--- src/rtl/pueo_command_encoder.sv ---
// -----------------------------------------------------------------------------
// pueo_command_encoder
//
// Turf-side command encoder. Collects run commands, mode1 specials, mode1
// stream bytes (command or firmware stream) and trigger requests, and packs
// them into one 32-bit command word per slot of SLOT_LEN sysclk cycles. The
// word is registered on the last cycle of the slot (the load cycle) and shows
// up on command_o together with a one-cycle command_valid_o strobe on the
// first cycle of the following slot.
//
// Word layout:
//   [31]    1 = no message (runcmd idle and mode1 idle), 0 = message carried
//   [30:28] 0
//   [27:26] runcmd   (00 none, 01 DO_SYNC, 10 RESET, 11 STOP)
//   [25:24] mode1 type
//   [23:16] mode1 data
//   [15]    trigger present
//   [14]    0
//   [13:0]  trigger time (0 when no trigger)
//
// Ports:
//   sysclk_i, sysrst_n_i          clock / async active-low reset
//   rundosync_i, runrst_i,
//   runstop_i                     run command request pulses
//   cmdproc_rst_i                 mode1 special 0x01 request pulse
//   fw_mark_i[1:0]                mode1 specials 0x02 / 0x03 request pulses
//   cmd_tdata/tvalid/tlast/tready mode1 command byte stream (AXI-S style)
//   fw_tdata/tvalid/tready        firmware byte stream (AXI-S style)
//   fw_mode_i                     1 = serve fw stream, 0 = serve cmd stream
//   trig_time_i, trig_valid_i     trigger request
//   trig_drop_o                   pulse: a trigger request was discarded
//   command_o, command_valid_o    command word and its strobe
// -----------------------------------------------------------------------------
module pueo_command_encoder #(
  parameter int SLOT_LEN = 8,
  parameter     DEBUG    = "TRUE"
) (
  input  logic        sysclk_i,
  input  logic        sysrst_n_i,

  input  logic        rundosync_i,
  input  logic        runrst_i,
  input  logic        runstop_i,
  input  logic        cmdproc_rst_i,
  input  logic [1:0]  fw_mark_i,

  input  logic [7:0]  cmd_tdata,
  input  logic        cmd_tvalid,
  input  logic        cmd_tlast,
  output logic        cmd_tready,

  input  logic [7:0]  fw_tdata,
  input  logic        fw_tvalid,
  output logic        fw_tready,

  input  logic        fw_mode_i,

  input  logic [13:0] trig_time_i,
  input  logic        trig_valid_i,
  output logic        trig_drop_o,

  output logic [31:0] command_o,
  output logic        command_valid_o
);

  localparam int              CntW    = (SLOT_LEN > 1) ? $clog2(SLOT_LEN) : 1;
  localparam logic [CntW-1:0] CntLast = CntW'(SLOT_LEN - 1);

  localparam logic [1:0] RunNone  = 2'b00;
  localparam logic [1:0] RunSync  = 2'b01;
  localparam logic [1:0] RunReset = 2'b10;
  localparam logic [1:0] RunStop  = 2'b11;

  localparam logic [31:0] IdleWord = 32'h8000_0000;

  // Slot counter and pending request flags
  logic [CntW-1:0] cnt_q, cnt_d;
  logic            sync_q, sync_d;
  logic            rst_q, rst_d;
  logic            stop_q, stop_d;
  logic            cprst_q, cprst_d;
  logic            marka_q, marka_d;
  logic            markb_q, markb_d;
  logic            trig_q, trig_d;
  logic [13:0]     trig_time_q, trig_time_d;
  logic            drop_q, drop_d;

  // Output registers
  logic [31:0]     command_q, command_d;
  logic            valid_q, valid_d;

  // Load-cycle word assembly
  logic            load;
  logic            special_pend;
  logic            cmd_beat, fw_beat;
  logic [1:0]      runcmd;
  logic            take_rst, take_stop, take_sync;
  logic [1:0]      m1_type;
  logic [7:0]      m1_data;
  logic            take_cprst, take_marka, take_markb;
  logic            msg;
  logic            trig_accept;
  logic [31:0]     word;

  always_comb begin
    load         = (cnt_q == CntLast);
    special_pend = cprst_q | marka_q | markb_q;

    // A stream byte can only ride in a slot whose mode1 field is not already
    // claimed by a special; tready is deliberately independent of tvalid.
    cmd_tready = load & ~special_pend & ~fw_mode_i;
    fw_tready  = load & ~special_pend &  fw_mode_i;
    cmd_beat   = cmd_tvalid & cmd_tready;
    fw_beat    = fw_tvalid & fw_tready;

    runcmd    = RunNone;
    take_rst  = 1'b0;
    take_stop = 1'b0;
    take_sync = 1'b0;
    if (rst_q) begin
      runcmd   = RunReset;
      take_rst = load;
    end else if (stop_q) begin
      runcmd    = RunStop;
      take_stop = load;
    end else if (sync_q) begin
      runcmd    = RunSync;
      take_sync = load;
    end

    m1_type    = 2'b00;
    m1_data    = 8'h00;
    take_cprst = 1'b0;
    take_marka = 1'b0;
    take_markb = 1'b0;
    if (cprst_q) begin
      m1_data    = 8'h01;
      take_cprst = load;
    end else if (marka_q) begin
      m1_data    = 8'h02;
      take_marka = load;
    end else if (markb_q) begin
      m1_data    = 8'h03;
      take_markb = load;
    end else if (cmd_beat) begin
      m1_type = cmd_tlast ? 2'b11 : 2'b01;
      m1_data = cmd_tdata;
    end else if (fw_beat) begin
      m1_type = 2'b11;
      m1_data = fw_tdata;
    end

    msg  = (runcmd != RunNone) | (m1_type != 2'b00) | (m1_data != 8'h00);
    word = {~msg, 3'b000, runcmd, m1_type, m1_data,
            trig_q, 1'b0, (trig_q ? trig_time_q : 14'h0000)};

    cnt_d = load ? '0 : cnt_q + 1'b1;

    // New requests are OR-ed in after the consumed flag is cleared, so a
    // request landing on the load cycle survives into the next slot.
    rst_d   = (rst_q   & ~take_rst)   | runrst_i;
    stop_d  = (stop_q  & ~take_stop)  | runstop_i;
    sync_d  = (sync_q  & ~take_sync)  | rundosync_i;
    cprst_d = (cprst_q & ~take_cprst) | cmdproc_rst_i;
    marka_d = (marka_q & ~take_marka) | fw_mark_i[0];
    markb_d = (markb_q & ~take_markb) | fw_mark_i[1];

    // A trigger on the load cycle replaces the one being sent, so it is
    // accepted rather than dropped.
    trig_accept = trig_valid_i & (~trig_q | load);
    trig_d      = trig_accept | (trig_q & ~load);
    trig_time_d = trig_accept ? trig_time_i : trig_time_q;
    drop_d      = trig_valid_i & trig_q & ~load;

    command_d = load ? word : command_q;
    valid_d   = load;
  end

  always_ff @(posedge sysclk_i or negedge sysrst_n_i) begin
    if (!sysrst_n_i) begin
      cnt_q       <= '0;
      sync_q      <= 1'b0;
      rst_q       <= 1'b0;
      stop_q      <= 1'b0;
      cprst_q     <= 1'b0;
      marka_q     <= 1'b0;
      markb_q     <= 1'b0;
      trig_q      <= 1'b0;
      trig_time_q <= 14'h0000;
      drop_q      <= 1'b0;
      command_q   <= IdleWord;
      valid_q     <= 1'b0;
    end else begin
      cnt_q       <= cnt_d;
      sync_q      <= sync_d;
      rst_q       <= rst_d;
      stop_q      <= stop_d;
      cprst_q     <= cprst_d;
      marka_q     <= marka_d;
      markb_q     <= markb_d;
      trig_q      <= trig_d;
      trig_time_q <= trig_time_d;
      drop_q      <= drop_d;
      command_q   <= command_d;
      valid_q     <= valid_d;
    end
  end

  assign command_o       = command_q;
  assign command_valid_o = valid_q;
  assign trig_drop_o     = drop_q;

  // Debug attach point: the vendor ILA wrapper binds to cnt_q and the
  // pending flags inside this block when DEBUG is "TRUE".
  if (DEBUG == "TRUE") begin : g_ila
  end

endmodule

--- config.mk ---
export PLATFORM = sky130hd
export DESIGN_NAME = pueo_command_encoder
export DESIGN_NICKNAME = d
export VERILOG_FILES = /design/src/rtl/pueo_command_encoder.sv
export SDC_FILE = /design/constraint.sdc
export NUM_CORES = 1
export LEC_CHECK = 0
export ABC_CLOCK_PERIOD_IN_PS = 1700
export BUFFER_PORTS_ARGS = -buffer_cell sky130_fd_sc_hd__buf_2
export CAP_MARGIN = 20
export CELL_PAD_IN_SITES_DETAIL_PLACEMENT = 1
export CELL_PAD_IN_SITES_GLOBAL_PLACEMENT = 1
export CORE_MARGIN = 2
export CORE_UTILIZATION = 34
export CTS_CLUSTER_SIZE = 25
export DETAILED_ROUTE_END_ITERATION = 6
export GPL_TIMING_DRIVEN = 1
export PLACE_DENSITY = 0.72
export SLEW_MARGIN = 20
export SYNTH_ARGS = -nofsm -noshare
export SYNTH_HDL_FRONTEND = slang
export SYNTH_SLANG_ARGS = --single-unit
export TNS_END_PERCENT = 5
--- constraint.sdc ---
create_clock -name sysclk_i -period 1.7 [get_ports sysclk_i]
set_input_delay 0.17 -clock sysclk_i [delete_from_list [all_inputs] [get_ports sysclk_i]]
set_output_delay 0.17 -clock sysclk_i [all_outputs]
set_load 0.03 [all_outputs]
==> summary.txt, run 1 <==
Status
  – Outcome: complete, but fails checks
  – Failing checks: negative setup slack

Route
  – Final ANT Viol Nets: 0
  – Routed vias/inst: 4.75
  – Detailed Route WL: 5.22 mm
  – WL/cell: 15.3 um
  – Drt initial violations: 90
  – Detailed-route via count: 1625
  – DRC: 0
  – Iteration count of the initial detailed-routing pass: 4

Logic synthesis
  – Yosys cell types: 32
  – Synth Flop Type: dfrtp_1
  – Synthesis-stage register bit count: 54
  – Post-Syn Area per Cell: 12.0 sq um
  – Yosys warning count: 0
  – Async S/R FF share, synth: between 90% and 100%
  – Post-synth EDFFs: 0
  – Mapped Cells: roughly 180
  – Sequential-to-total area share from yosys stat: 61.7%
  – Synthesized cell area: 2190 sq um

Timing
  – Setup TNS: -0.864 ns
  – Setup violators final: 9
  – Minimum hold slack: approximately 0.044 ns
  – RSZ-0062 raised after global routing: yes
  – Slew Limit Fails: 0
  – Period utilisation layout: 112%
  – Setup ws final: -0.208 ns
  – Final hold viol count: 0
  – Minimum clock period: about 1.9 ns
  – Max Fclk: 0.524 GHz
  – Clock skew: approximately 0.0094 ns

Critical path
  – WP data arrival: 1.74 ns
  – Crit end category: output port
  – CP Class: reg2out
  – Startpoint types: flop
  – Worst Path Required: 1.53 ns
  – Critical path's slowest cell: or4b_4
  – CP Cell Sequence: ha_2, ha_4, or4b_4, nor2_4, buf_6
  – Largest stage delay, worst path: 0.51 ns
  – Worst Path Max Fanout: 4
  – R2R depth: 6

Global route
  – Met1 Track Usage GR: 19.6%
  – Total GRT Usage: 15.2%
  – Pin count of the biggest net entering global routing: 55
  – Initial antenna violation count: 0
  – Met3 Resource Use GR: 3.34%
  – GRT Max-Usage Layer: met2
  – First-pass GRT wire length: 8.45 mm
  – Grt total ovfl: 0
  – GRT met2 Usage: 25.0%
  – Vias in the first global route: 1695

Clock tree
  – Clk Latency, worst-skew pair: 0.30 ns
  – CTS sink count: 54
  – Htree depth: 2
  – CTS clk-pin slew, worst paths: approximately 0.10 ns
  – Total CTS buffers: 5
  – Maximum clock path buffer count: 2
  – Root Buffer: clkbuf_8
  – CTS tree: built

Floorplanning
  – Die area: between 7000 and 8000 sq um
  – IO Pins: 79
  – Core area: 6280 sq um
  – Row Count: 29
  – Die Width: roughly 84 um
  – Die height: between 80 and 90 um
  – Initial Utilization: between 30% and 40%

Power
  – Cell Pwr Density: 927 nW/um^2
  – P_leak: approximately 1.4 nW
  – Design Power: 2.71 mW
  – VDD IR max: 0.000465 V

Placed design
  – Post-DP HPWL: roughly 3.7 mm
  – Final GP Congestion: 0.723
  – PortBufs: 74

Hold path
  – Worst hold path stage count: 2
  – Tightest Hold Check Type: in2reg

Finish
  – Area growth, synth to finish: 33.3%
  – Antenna cells: 0
  – FILL cells: ~700
  – Layout cells sized above 1: between 40% and 50%
  – Final net count: 309

Run
  – Max_cap viols: 0
layer usage:
| layer | share of wire (%) | routed length [um] |
|---|---|---|
| met1 | 44 | 2290 |
| met2 | 50 | 2590 |
| met3 | 5.1 | 266 |
| met4 | 1.3 | 69 |
| met5 | 0 | 0 |
through the flow:
step / instances / area [sq um] / worst slack [ns] / util [%]
after floorplan: 186 / 2220 / -0.0843 / -
after global placement: 330 / 2680 / 0.00349 / 42.6
after detailed placement: 330 / 2680 / -0.0668 / 42.6
after CTS: 342 / 2870 / -0.265 / 45.7
after global routing: 342 / 2920 / -0.287 / 46.6
final: 342 / 2920 / -0.208 / 46.6
final timing paths:
check | start | slack (ns) | end
max reg2reg | cnt_q[0]$_DFF_PN0_ | -0.08 | command_o[20]$_DFFE_PN0N_
max | cnt_q[0]$_DFF_PN0_ | -0.21 | cmd_tready
min | fw_mark_i[0] | 0.04 | marka_q$_DFF_PN0_
min in group asynchronous | sysrst_n_i | 0.39 | trig_time_q[9]$_DFFE_PN0P_
min reg2reg | command_o[24]$_DFFE_PN0N_ | 0.49 | command_o[24]$_DFFE_PN0N_
max in group asynchronous | sysrst_n_i | 1.01 | command_o[31]$_DFFE_PN1N_
synthesized netlist by cell type, drive strengths merged (2+ instances only):
library cell  count  area, sq um
a21o              5         37.5
a21oi             2         10.0
a221o             7         70.1
buf               7         50.0
clkbuf            6         22.5
dfrtp            53         1330
ha                2         25.0
inv              15         56.3
mux2             15          169
nand2             5         18.8
nand2b            6         37.5
nand3            14         70.1
nor2              7         41.3
nor2b             7         43.8
o21ai            17         85.1
o2bb2ai           2         17.5
state kept, by name, summed over array words and instances (netlist names):
| signal | count |
|---|---|
| marka_q | 1 |
| sync_q | 1 |
| command_o | 28 |
| cprst_q | 1 |
| trig_q | 1 |
| markb_q | 1 |
| command_valid_o | 1 |
| cnt_q | 3 |
| trig_drop_o | 1 |
| trig_time_q | 14 |
| stop_q | 1 |
| rst_q | 1 |
power by group:
part	switching (mW)	internal, mW
clock network	0.398	0.441
registers	0.0602	1.39
logic	0.255	0.167
layout make-up:
type	count	area [sq um]	share of cell area (%)
Inverter	16	63.8	2.18
Tap cell	77	96.3	3.29
Sequential cell	54	1350	46.3
Multi-Input combinational cell	103	816	27.9
Clock buffer	7	76.3	2.61
Clock inverter	1	30.0	1.03
Timing Repair Buffer	84	489	16.7
worst max-delay path, delay by kind of cell (launching register included):
kind	cells	cell delay (ns)
adder cells (fa/ha/maj)	2	0.31
buffers and inverters	1	0.13
flip-flops	1	0.37
AND/OR/NAND/NOR	2	0.62
logic make-up after synthesis:
kind of cell,count (synthesis),synth area share [%]
flip-flops,54,61.7
AND/OR/NAND/NOR,45,11.8
AO/OA/AOI/OAI,37,11.5
buffers and inverters,29,6.05
multiplexers,15,7.70
adder cells (fa/ha/maj),2,1.14
other,1,0.171
what timing repair did:
action | 4_1_cts | 5_1_grt
setup buffers | 3 | 1
pin swaps | 6 | 3
gates cloned | 0 | 0
setup endpoints to repair | 22 | 28
resized for setup | 13 | 14
hold endpoints to repair | 53 | 0
hold buffers | 1 | 0
cells in the final DEF (no fill, tap or decap), types with 4 or more instances in the layout:
| master | count |
|---|---|
| a21o_1 | 5 |
| nand2_1 | 4 |
| clkbuf_8 | 5 |
| dfrtp_1 | 53 |
| inv_1 | 15 |
| nor2_4 | 4 |
| buf_4 | 6 |
| buf_2 | 72 |
| nand3_1 | 14 |
| a221o_1 | 7 |
| o21ai_0 | 17 |
| nand2b_1 | 5 |
| conb_1 | 4 |
| nor2b_1 | 7 |
| mux2_4 | 11 |
No activity file was read; power rests on OpenSTA's default activity.
==> run 2: changes to the inputs <==
- CORE_UTILIZATION: 34 -> 30
- PLACE_DENSITY: 0.72 -> 0.65
==> summary.txt, run 2 (synthesis gave the netlist of run 1 again) <==
Status
  – Outcome: complete, but fails checks
  – Failing checks: negative setup slack

Route
  – Iteration count of the initial detailed-routing pass: 4
  – Detailed Route WL: between 5 and 6 mm
  – DRC: 0
  – Detailed-route via count: 1664
  – Drt initial violations: 35
  – Final ANT Viol Nets: 0
  – WL/cell: 15.0 um
  – Routed vias/inst: 4.55

Power
  – Design Power: 2.73 mW
  – Clock network fraction of total power: 31.6%
  – Combinational group share of total power: 15.4%
  – VDD IR max: about 0.00041 V
  – Sequential share of power: 53.1%
  – P_int: 1.99 mW
  – Cell Pwr Density: 925 nW/um^2
  – Switching pwr: ~0.74 mW
  – P_leak: 1.44 nW
  – Sw frac: between 20% and 30%

Finish
  – Max reg flops: 28
  – Antenna cells: 0
  – Finished Core Util: about two fifths
  – Commonest non-fill, non-tap cell in the layout: buf_2
  – Area growth, synth to finish: 34.5%
  – Most frequent cells in the layout: buf_2 (72), dfrtp_1 (53), o21ai_0 (17)
  – Layout cells sized above 1: 44.6%
  – Final net count: 311
  – Final Instance Area: 2950 sq um

Timing
  – Minimum hold slack: approximately 0.050 ns
  – Setup violators final: 9
  – Setup ws final: -0.222 ns
  – Max Fclk: 0.520 GHz
  – Slew Limit Fails: 0
  – Final hold viol count: 0
  – RSZ-0062 raised after global routing: yes
  – Minimum clock period: 1.92 ns
  – Clock skew: roughly 0.010 ns
  – Period utilisation layout: 113%

Global route
  – First-pass GRT wire length: 8.66 mm
  – Vias in the first global route: 1789
  – Grt total ovfl: 0
  – Pin count of the biggest net entering global routing: 40
  – Initial antenna violation count: 0
  – Total GRT Usage: 14.2%

Placed design
  – Post-DP HPWL: 3.83 mm
  – Final GP Congestion: between 0.7 and 0.8
  – Dpl cell area: 2710 sq um
  – Post-Place Worst Slack: -0.0960 ns
  – PortBufs: 74

Floorplanning
  – Row Count: 31
  – Die area: around 8000 sq um
  – IO Pins: 79
  – Initial Utilization: 30.6%
  – Die height: between 80 and 90 um
  – Core area: 7180 sq um
  – Die Width: ~90 um

Critical path
  – WP data arrival: 1.75 ns
  – Crit end category: output port
  – Largest stage delay, worst path: between 0.5 and 0.6 ns
  – Startpoint types: flop
  – Worst Path Max Fanout: 3
  – Critical path's slowest cell: or4b_4
  – Worst Path Required: 1.53 ns
  – CP Cell Sequence: ha_2, ha_4, or4b_4, nor2_4, buf_6
  – CP Class: reg2out

Clock tree
  – Clk Latency, worst-skew pair: around 0.30 ns
  – CTS sink count: between 50 and 60
  – CTS tree: built
  – Root Buffer: clkbuf_8
  – Maximum clock path buffer count: 2
  – CTS clk-pin slew, worst paths: 0.10 ns
  – Htree depth: 2
  – Total CTS buffers: 5

Run
  – Max_cap viols: 0

Hold path
  – Tightest Hold Check Type: in2reg
[run 2: changes by cell type in the layout (fill, tap and decap cells not counted)]
cell      delta
buf_12       -1
buf_4        +3
clkbuf_1     -2
clkinv_2     +2
mux2_1       -2
mux2_2       +4
mux2_4       -2
[run 2: path summary, 6_finish.rpt]
kind                            cells past startpoint                      start                          to  slack [ns]
worst max-delay path                                5         cnt_q[0]$_DFF_PN0_                  cmd_tready       -0.22
worst min-delay path                                2              cmdproc_rst_i           cprst_q$_DFF_PN0_        0.05
worst max register to register                      6         cnt_q[0]$_DFF_PN0_   command_o[21]$_DFFE_PN0N_       -0.13
worst min register to register                      1  command_o[31]$_DFFE_PN1N_   command_o[31]$_DFFE_PN1N_        0.48
max in group asynchronous                           3                 sysrst_n_i   command_o[31]$_DFFE_PN1N_        0.80
min in group asynchronous                           2                 sysrst_n_i  trig_time_q[7]$_DFFE_PN0P_        0.33
[run 2: metal layers]
metal  vias up  GRT usage, %  part of all wire (%)
met5         -             0                     0
met4         0          4.75                   1.3
met3         7          2.86                   5.0
met2        50          24.1                    50
met1       824          18.0                    43
li1        783             -                     -
[run 2: what timing repair did]
item,4_1_cts,5_1_grt
endpoints found under the hold margin,12,0
gates resized for setup,13,12
setup buffers,2,1
pin swaps,10,1
hold buffers,1,0
endpoints found under the setup margin,19,30
[run 2: metrics by stage]
step	std cells	TNS, ns
global placement	355	0
CTS	366	-1.61
finish	366	-1.23
floorplan	186	-0.691
detailed placement	355	-0.695
global route	366	-2.22
[run 2: cell type report]
cell class                 count  area, sq um
clock buffer                   5         68.8
clock inverter                 3         40.0
fill                         810         4230
multi-input combinational    103          808
sequential                    54         1350
timing repair buffer          86          492
tap                           99          124
inverter                      16         63.8
[run 2: critical path, delay by kind of cell (launching register included)]
kind | cells | cell delay (ns)
fa+ha+maj | 2 | 0.33
buf+inv | 1 | 0.13
flops | 1 | 0.37
simple gates | 2 | 0.62
[run 2: power by group through the flow]
| stage | sequential, mW | combinational, mW | clock (mW) |
|---|---|---|---|
| 2_1_floorplan | 1.57 | 0.114 | 0 |
| 3_3_place_gp | 1.47 | 0.385 | 0 |
| 3_5_place_dp | 1.47 | 0.391 | 0 |
| 4_1_cts | 1.45 | 0.397 | 0.896 |
| 5_1_grt | 1.46 | 0.460 | 0.942 |
| 6_report | 1.45 | 0.419 | 0.861 |
